==> config.mk <==
export PLATFORM = sky130hd
export DESIGN_NAME = fir_mac_scheduler
export DESIGN_NICKNAME = d
export VERILOG_FILES = /design/src/rtl/fir_pkg.sv /design/src/rtl/fir_lane_mask.sv /design/src/rtl/fir_mac_scheduler.sv
export SDC_FILE = /design/constraint.sdc
export NUM_CORES = 1
export LEC_CHECK = 0
export ABC_AREA = 1
export BUFFER_PORTS_ARGS = -buffer_cell sky130_fd_sc_hd__buf_2
export CAP_MARGIN = 20
export CELL_PAD_IN_SITES_DETAIL_PLACEMENT = 1
export CELL_PAD_IN_SITES_GLOBAL_PLACEMENT = 1
export CORE_UTILIZATION = 40
export CTS_CLUSTER_DIAMETER = 30
export DETAILED_ROUTE_END_ITERATION = 7
export PLACE_DENSITY_LB_ADDON = 0.08
export SLEW_MARGIN = 40
export SYNTH_ARGS = -nofsm -noshare
export SYNTH_HDL_FRONTEND = slang
export SYNTH_HIERARCHICAL = 1
export SYNTH_SLANG_ARGS = --single-unit
==> constraint.sdc <==
create_clock -name iClk12M -period 2.7 [get_ports iClk12M]
set_input_delay 0.405 -clock iClk12M [delete_from_list [all_inputs] [get_ports iClk12M]]
set_output_delay 0.405 -clock iClk12M [all_outputs]
set_load 0.05 [all_outputs]
==> src/rtl/fir_pkg.sv <==
`default_nettype none
// ============================================================================
// Module      : fir_pkg
// Description : Shared constants, state encoding and helper functions for
//               the 4-lane FIR MAC scheduler.
// Revision    : 1.0 - initial release
// ============================================================================
package fir_pkg;

  localparam int NUM_LANES = 4;             // parallel MAC lanes == RAM banks
  localparam int COEFF_W   = 16;            // coefficient word width
  localparam int CADDR_W   = 6;             // global coefficient address / N
  localparam int LADDR_W   = CADDR_W - 2;   // per-bank local address
  localparam int ROUND_W   = LADDR_W + 1;   // holds R = ceil(N/4) up to 16

  typedef enum logic [2:0] {
    ST_IDLE   = 3'd0,
    ST_UPDATE = 3'd1,
    ST_SHIFT  = 3'd2,
    ST_MAC    = 3'd3,
    ST_DRAIN  = 3'd4,
    ST_LATCH  = 3'd5
  } state_t;

  // Number of MAC rounds for N taps: ceil(N/4).
  function automatic logic [ROUND_W-1:0] ceilDiv4(input logic [CADDR_W-1:0] n);
    return ROUND_W'(({1'b0, n} + (CADDR_W+1)'(3)) >> 2);
  endfunction

  // Lane j in round r carries tap 4r+j; it is live only while that tap exists.
  function automatic logic [NUM_LANES-1:0] laneMask(input logic [LADDR_W-1:0] r,
                                                    input logic [CADDR_W-1:0] n);
    logic [NUM_LANES-1:0] m;
    m = '0;
    for (int j = 0; j < NUM_LANES; j++) begin
      m[j] = ({r, 2'(j)} < n);
    end
    return m;
  endfunction

endpackage
`default_nettype wire

==> src/rtl/fir_lane_mask.sv <==
`default_nettype none
// ============================================================================
// Module      : fir_lane_mask
// Description : Combinational per-lane product enable for a MAC round, so
//               the coefficient banks never need zero padding past tap N-1.
// Revision    : 1.0 - initial release
// ============================================================================
module fir_lane_mask
  import fir_pkg::*;
(
  input  logic [LADDR_W-1:0]   iRound,
  input  logic [CADDR_W-1:0]   iNumCoeff,
  output logic [NUM_LANES-1:0] oLaneEn
);

  // enable exactly the lanes whose tap index 4*round+lane is below N
  always_comb begin
    oLaneEn = laneMask(iRound, iNumCoeff);
  end

endmodule
`default_nettype wire

==> src/rtl/fir_mac_scheduler.sv <==
`default_nettype none
// ============================================================================
// Module      : fir_mac_scheduler
// Description : Control sequencer for the 4-lane FIR datapath. Maps external
//               coefficient writes onto the four RAM banks in update mode and
//               runs ceil(N/4) masked MAC rounds per sample strobe.
// Revision    : 1.0 - initial release
// ============================================================================
module fir_mac_scheduler
  import fir_pkg::*;
(
  input  logic                 iClk12M,
  input  logic                 iRsn,
  input  logic                 iEnSample600k,
  input  logic                 iCoeffUpdateFlag,
  input  logic [CADDR_W-1:0]   iAddrRam,
  input  logic [COEFF_W-1:0]   iWrDtRam,
  input  logic [CADDR_W-1:0]   iNumOfCoeff,
  output logic [NUM_LANES-1:0] oCsRam,
  output logic [NUM_LANES-1:0] oWeRam,
  output logic [LADDR_W-1:0]   oAddrRam,
  output logic [COEFF_W-1:0]   oWrDtRam,
  output logic                 oShiftEn,
  output logic                 oAccClr,
  output logic                 oAccEn,
  output logic [NUM_LANES-1:0] oLaneEn,
  output logic [LADDR_W-1:0]   oTapSel,
  output logic                 oOutLatch,
  output logic                 oBusy,
  output logic                 oDropSample
);

  state_t               r_state;
  logic [CADDR_W-1:0]   r_numCoeff;   // N latched at the accepted strobe
  logic [ROUND_W-1:0]   r_numRounds;  // R = ceil(N/4)
  logic [LADDR_W-1:0]   r_roundCnt;   // current MAC round r
  logic                 r_macRd;      // a MAC read is on the RAM bus this cycle
  logic [NUM_LANES-1:0] w_laneMask;
  logic                 w_lastRound;
  logic [NUM_LANES-1:0] w_bankSel;

  fir_lane_mask u_laneMask (
    .iRound    (r_roundCnt),
    .iNumCoeff (r_numCoeff),
    .oLaneEn   (w_laneMask)
  );

  // final round reached when the next round index would equal R; bank select from address LSBs
  always_comb begin
    w_lastRound = (({1'b0, r_roundCnt} + ROUND_W'(1)) == r_numRounds);
    w_bankSel   = NUM_LANES'(1) << iAddrRam[1:0];
  end

  // sequencer: state, counters and every registered output
  always_ff @(posedge iClk12M) begin
    if (!iRsn) begin
      r_state     <= ST_IDLE;
      r_numCoeff  <= '0;
      r_numRounds <= '0;
      r_roundCnt  <= '0;
      r_macRd     <= 1'b0;
      oCsRam      <= '0;
      oWeRam      <= '0;
      oAddrRam    <= '0;
      oWrDtRam    <= '0;
      oShiftEn    <= 1'b0;
      oAccClr     <= 1'b0;
      oAccEn      <= 1'b0;
      oLaneEn     <= '0;
      oTapSel     <= '0;
      oOutLatch   <= 1'b0;
      oBusy       <= 1'b0;
      oDropSample <= 1'b0;
    end else begin
      // single-cycle controls default low; RAM bus idles with no selects
      oShiftEn    <= 1'b0;
      oAccClr     <= 1'b0;
      oOutLatch   <= 1'b0;
      oDropSample <= 1'b0;
      oCsRam      <= '0;
      oWeRam      <= '0;
      oAddrRam    <= '0;
      r_macRd     <= 1'b0;

      // accumulate stage trails the RAM read by one cycle (read latency)
      oAccEn  <= r_macRd;
      oTapSel <= r_macRd ? r_roundCnt : '0;
      oLaneEn <= r_macRd ? w_laneMask : '0;

      unique case (r_state)
        ST_IDLE: begin
          if (iCoeffUpdateFlag) begin
            // update request wins; a coincident strobe is dropped
            r_state     <= ST_UPDATE;
            oBusy       <= 1'b1;
            oDropSample <= iEnSample600k;
          end else if (iEnSample600k) begin
            r_numCoeff  <= iNumOfCoeff;
            r_numRounds <= ceilDiv4(iNumOfCoeff);
            r_state     <= ST_SHIFT;
            oBusy       <= 1'b1;
            oShiftEn    <= 1'b1;
            oAccClr     <= 1'b1;
          end else begin
            oBusy <= 1'b0;
          end
        end

        ST_UPDATE: begin
          oDropSample <= iEnSample600k;
          if (iCoeffUpdateFlag) begin
            oCsRam   <= w_bankSel;
            oWeRam   <= w_bankSel;
            oAddrRam <= iAddrRam[CADDR_W-1:2];
            oWrDtRam <= iWrDtRam;
          end else begin
            r_state <= ST_IDLE;
            oBusy   <= 1'b0;
          end
        end

        ST_SHIFT: begin
          oDropSample <= iEnSample600k;
          r_roundCnt  <= '0;
          if (r_numRounds != '0) begin
            r_state  <= ST_MAC;
            oCsRam   <= '1;
            r_macRd  <= 1'b1;
          end else begin
            r_state <= ST_DRAIN;
          end
        end

        ST_MAC: begin
          oDropSample <= iEnSample600k;
          if (w_lastRound) begin
            r_state <= ST_DRAIN;
          end else begin
            r_roundCnt <= r_roundCnt + LADDR_W'(1);
            oAddrRam   <= r_roundCnt + LADDR_W'(1);
            oCsRam     <= '1;
            r_macRd    <= 1'b1;
          end
        end

        ST_DRAIN: begin
          oDropSample <= iEnSample600k;
          r_state     <= ST_LATCH;
          oOutLatch   <= 1'b1;
        end

        ST_LATCH: begin
          oDropSample <= iEnSample600k;
          r_state     <= ST_IDLE;
          oBusy       <= 1'b0;
        end

        default: begin
          r_state <= ST_IDLE;
          oBusy   <= 1'b0;
        end
      endcase
    end
  end

endmodule
`default_nettype wire

; ---- Word-level counts from Yosys, hierarchy flattened
; Index checks and enable logic that the tools add are counted.
; Widths: inputs -> output; s select.
[totals]
input_bits = 32
reg_bits = 60
output_inout_bits = 42
[classes]
n_bitwise = 4
eq_ne = 10
shift = 1
n_addsub = 3
n_reduce_logical = 13
mux = 25
n_lt_le_gt_ge = 4
[ops]
columns = op, count
row1 = $lt 6x6->1, 4
row2 = $mux 4, 6
row3 = $pmux 4 s2, 2
row4 = $mux 3, 5
row5 = $pmux 3 s5, 1
row6 = $pmux 4 s3, 1
row7 = $reduce_and 2->1, 5
row8 = $add 6x2->7 const B, 1
row9 = $mux 1, 7
row10 = $eq 3x2->1 const B, 2
row11 = $eq 3x3->1 const B, 2
row12 = $ne 2x2->1 const B, 3
row13 = $reduce_and 3->1, 2
row14 = $reduce_or 3->1, 2
row15 = $add 4x1->5 const B, 1
row16 = $eq 5x5->1, 1
row17 = $reduce_bool 5->1, 1
row18 = $reduce_or 5->1, 1
row19 = $add 4x1->4 const B, 1
row20 = $not 1->1, 4
row21 = $pmux 1 s2, 2
row22 = $shl 1x2->4 const A, 1
row23 = $eq 3x1->1 const B, 1
row24 = $logic_not 3->1, 1
row25 = other kinds (3), 3

; ---- Depth between registers and ports, before layout
[depth]
word_depth = 4
ltp_mapped = 12
mapped_depth_nobuf = 12

; ---- Hierarchy
; The synthesis kept the hierarchy.
[by_module_without_submodules]
columns = mod, area_per_inst_um2, n_inst, cells_per_inst
row1 = fir_mac_scheduler, 2441.1, 1, 304
row2 = fir_lane_mask, 190.2, 1, 34

; ---- Worst setup path after synthesis
; Ideal clock, no wire load.
[synth_path]
kind = reg-to-reg
start = reg r_roundCnt[0]
end = reg oCsRam[1]
setup_time_ns = 0.113
n_path_buf = 0
slack_ns = 1.131
path_stages_with_launch = 10
arrival_ns = 1.456
synth_period_minus_slack_ns = 1.569
path_cell_list = dfxtp_1 -> ha_1 -> xnor2_1 -> nand3_2 -> nor2_4 -> nand2_4 -> nand2_8 -> nand2_4 -> o21ai_1 -> inv_1
[synth_between]
elab_chain_len = 4
[synth_lines]
columns = item, line_no
row1 = from (decl), fir_mac_scheduler.sv:36  ; logic [LADDR_W-1:0] r_roundCnt;
row2 = from (signal assigned), fir_mac_scheduler.sv:139  ; r_roundCnt <= r_roundCnt + LADDR_W'(1);
row3 = $add 4x1->5, fir_mac_scheduler.sv:50  ; w_lastRound = (({1'b0, r_roundCnt} + ROUND_W'(1)) == r_numRounds);
row4 = $eq 5x5->1, fir_mac_scheduler.sv:50
row5 = $mux 4, fir_mac_scheduler.sv:136  ; if (w_lastRound) begin
row6 = $pmux 4 s3, fir_mac_scheduler.sv:90  ; unique case (r_state)
row7 = to (signal assigned), fir_mac_scheduler.sv:112  ; oCsRam <= w_bankSel;
row8 = to (decl), fir_mac_scheduler.sv:19  ; output logic [NUM_LANES-1:0] oCsRam,
; Every way passes these cells.
; A chain may end at the register's enable or synchronous reset.

; ---- Worst setup path in the final report
; Same ends and word-level chain as after synthesis.

==> qor.yml <==
period_share_pct: 65.0
cts_made_buffers: 9
route.detailed.drc: 0
multi_input_area_um2: 1160
overflow: 0
fillerInstances: 844
maxSlewHeadroom_pct: 64.0
dp_slack_ns: 0.953
synth.yosys.seq_area_share_pct: 45.6
critical_path_class: "register to register"
place_area_um2: 3030
cts_buffer_depth: 2
clock_sinks: 60
antenna_left: 0
drt_iter0_markers: 50
final_nets: 452
insertedDiodeCount: 0
synthFlopType: "dfxtp_1"
final_max_slew_viol_count: 0
detailed_place_hpwl_um: 4730
finalWorstPathRequiredPeriod_ns: 1.75
skew_ns: 0.00482
routedWlPerCell_um: 12.7
first_pass_iters: 4
clock_latency_ns: 0.34
worstPathArrival_ns: 1.99
cap_violations: 0
holdBufCountCts: 0
power_leakage_uw: 0.00161
vdd.ir_drop.worst_uv: 451
clk_pin_slew_ns: 0.07
areaGrowthSynthToFinish_pct: 22.4
crit_fanout: 9
die_w_um: 83.1
worst_slack_ns: 0.945
core_area_um2: 6350
cp.required_ns: 2.94
synth.net_count: 378
syn_inst: 338
fin_area_um2: 3220
grt_pass1_wl_um: 11100
cts_tree: "yes"
yosysWarningCount: 6
fp.dieH_um: 83.1
cts.repair.resized: 0
die_area_um2: 6910
status: "complete, no violations"
io_buffers: 73
finalHoldViolCount: 0
synth.distinct_cells: 41
rsz0062_at_grt: "no"
h-tree-depth: 3
synth_area_um2: 2630
hp-class: "primary input to register"
final-setup-viol-count: 0
worstSetupStartpointType: "register"
grt_pass1_vias: 2406
root_buffer: "clkbuf_8"
fin_setup_tns_ns: 0
p_per_area_nw_per_um2: 996
ios: 74
drt_wl_total_um: 6260
ff_latch_area_um2: 1200
cp-end-kind: "register"
gp_congestion: 0.807
avgSynthCellArea_um2: 7.78
initial_core_util_pct: 41.4
drive_gt1_share_pct: 29.3
vias: 2387
grt_usage_pct: 20.4
tightest_slew_ns: 0.537
max_freq_ghz: 0.570
postCtsSetupRepairBufs: 0
via_per_inst: 4.84
synthArstFlopShare_pct: 0
holdWs_ns: 0.262
synth_edf_count: 0
total_power_uw: 3210
std_cell_rows: 29
grt_start_max_net_pins: 28
antenna_found_initial: 0
ys_seq_elements: 60
## final cells by class
type	count	share of cell area (%)
flip-flops and latches	60	37.3
multi-input cells	215	36.2
repair buffers	74	11.6
inverters	52	6.14
clock buffers	14	5.67
well taps	77	2.99
clock inverters	1	0.155
## power breakdown
| part | switching [uW] | internal (uW) | total, uW | leakage [uW] |
|---|---|---|---|---|
| sequential | 99.1 | 1040 | 1140 | 0.000488 |
| combinational | 939 | 357 | 1300 | 0.00102 |
| clock | 344 | 428 | 772 | 0.0000986 |
| total | 1380 | 1830 | 3210 | 0.00161 |
## cells by family (layout without fill, tap and decap cells)
logic type,after synthesis,in the layout,synth area share [%]
adder cells (fa/ha/maj),8,8,3.80
flip-flops,60,60,45.6
XOR/XNOR,1,1,0.333
AO/OA/AOI/OAI,56,56,12.0
AND/OR/NAND/NOR,150,150,28.1
buffers and inverters,63,141,10.1
## critical path, stage by stage (launching register included)
cell and delay [ns]:
dfxtp_1 0.49, ha_1 0.28, inv_1 0.09, nand2_4 0.07, nand2_2 0.05, nand2_2 0.06, nand3_2 0.07, nor2_4 0.10
nand2_4 0.09, nand2_8 0.11, nand2_4 0.06, o21ai_1 0.12, inv_1 0.05
## layer usage
layer / track usage (%) / share of wire, % / wire, um
met1: 24.7 / 46 / 2910
met2: 34.4 / 47 / 2960
met3: 5.57 / 4.3 / 268
met4: 7.99 / 1.9 / 121
met5: 0 / 0 / 0
## metrics by stage
| stage | cells | utilization, % |
|---|---|---|
| after CTS | 493 | 50.7 |
| after global routing | 493 | 50.7 |
| after floorplan | 338 | - |
| after global placement | 478 | 47.8 |
| final | 493 | 50.7 |
| after detailed placement | 478 | 47.8 |
## final timing paths
path / from / to / slack, ns / cells after the start
hold / removal: iAddrRam[0] / oWeRam[0] / 0.26 / 2
setup / recovery: r_roundCnt[0] / oCsRam[1] / 0.95 / 12
hold reg to reg: oBusy / oBusy / 0.47 / 2
setup reg to reg: r_roundCnt[0] / oCsRam[1] / 0.95 / 12
## state kept, by name, indices dropped and copies added (netlist names)
signal,flops
oBusy,1
r_macRd,1
oWeRam,4
r_state,3
oAddrRam,4
oDropSample,1
oLaneEn,4
oTapSel,4
oOutLatch,1
oWrDtRam,16
oAccEn,1
r_roundCnt,4
r_numCoeff,6
r_numRounds,5
oCsRam,4
oAccClr,1
## layout by cell type, fill, tap and decap left out, types with 2 or more instances in the layout
| master | synthesis | final |
|---|---|---|
| a21oi_1 | 20 | 20 |
| nand3_1 | 17 | 17 |
| clkbuf_8 | 0 | 13 |
| nand3_2 | 2 | 2 |
| or2_2 | 2 | 2 |
| ha_1 | 8 | 8 |
| o21ai_0 | 12 | 12 |
| nor3_1 | 7 | 7 |
| o21ai_1 | 15 | 15 |
| inv_2 | 8 | 8 |
| nor2_1 | 59 | 59 |
| buf_2 | 2 | 73 |
| nor2_4 | 2 | 2 |
| inv_1 | 42 | 42 |
| nand2_1 | 37 | 37 |
| nand4_1 | 5 | 5 |
| dfxtp_1 | 60 | 60 |
| a211oi_1 | 2 | 2 |
| nor4_1 | 2 | 2 |
| nand2_2 | 6 | 6 |
| nand2_4 | 5 | 5 |
## Yosys cell counts, drive strengths merged (3+ instances only)
cell	n	area, um2
a211oi	3	27.5
a21oi	21	109
buf	7	51.3
clkbuf	4	16.3
dfxtp	60	1200
ha	8	100
inv	51	194
nand2	49	253
nand3	19	105
nand4	5	31.3
nor2	62	250
nor3	9	61.3
o21ai	28	144
or2	3	18.8
(Power assumes the default switching activity.)
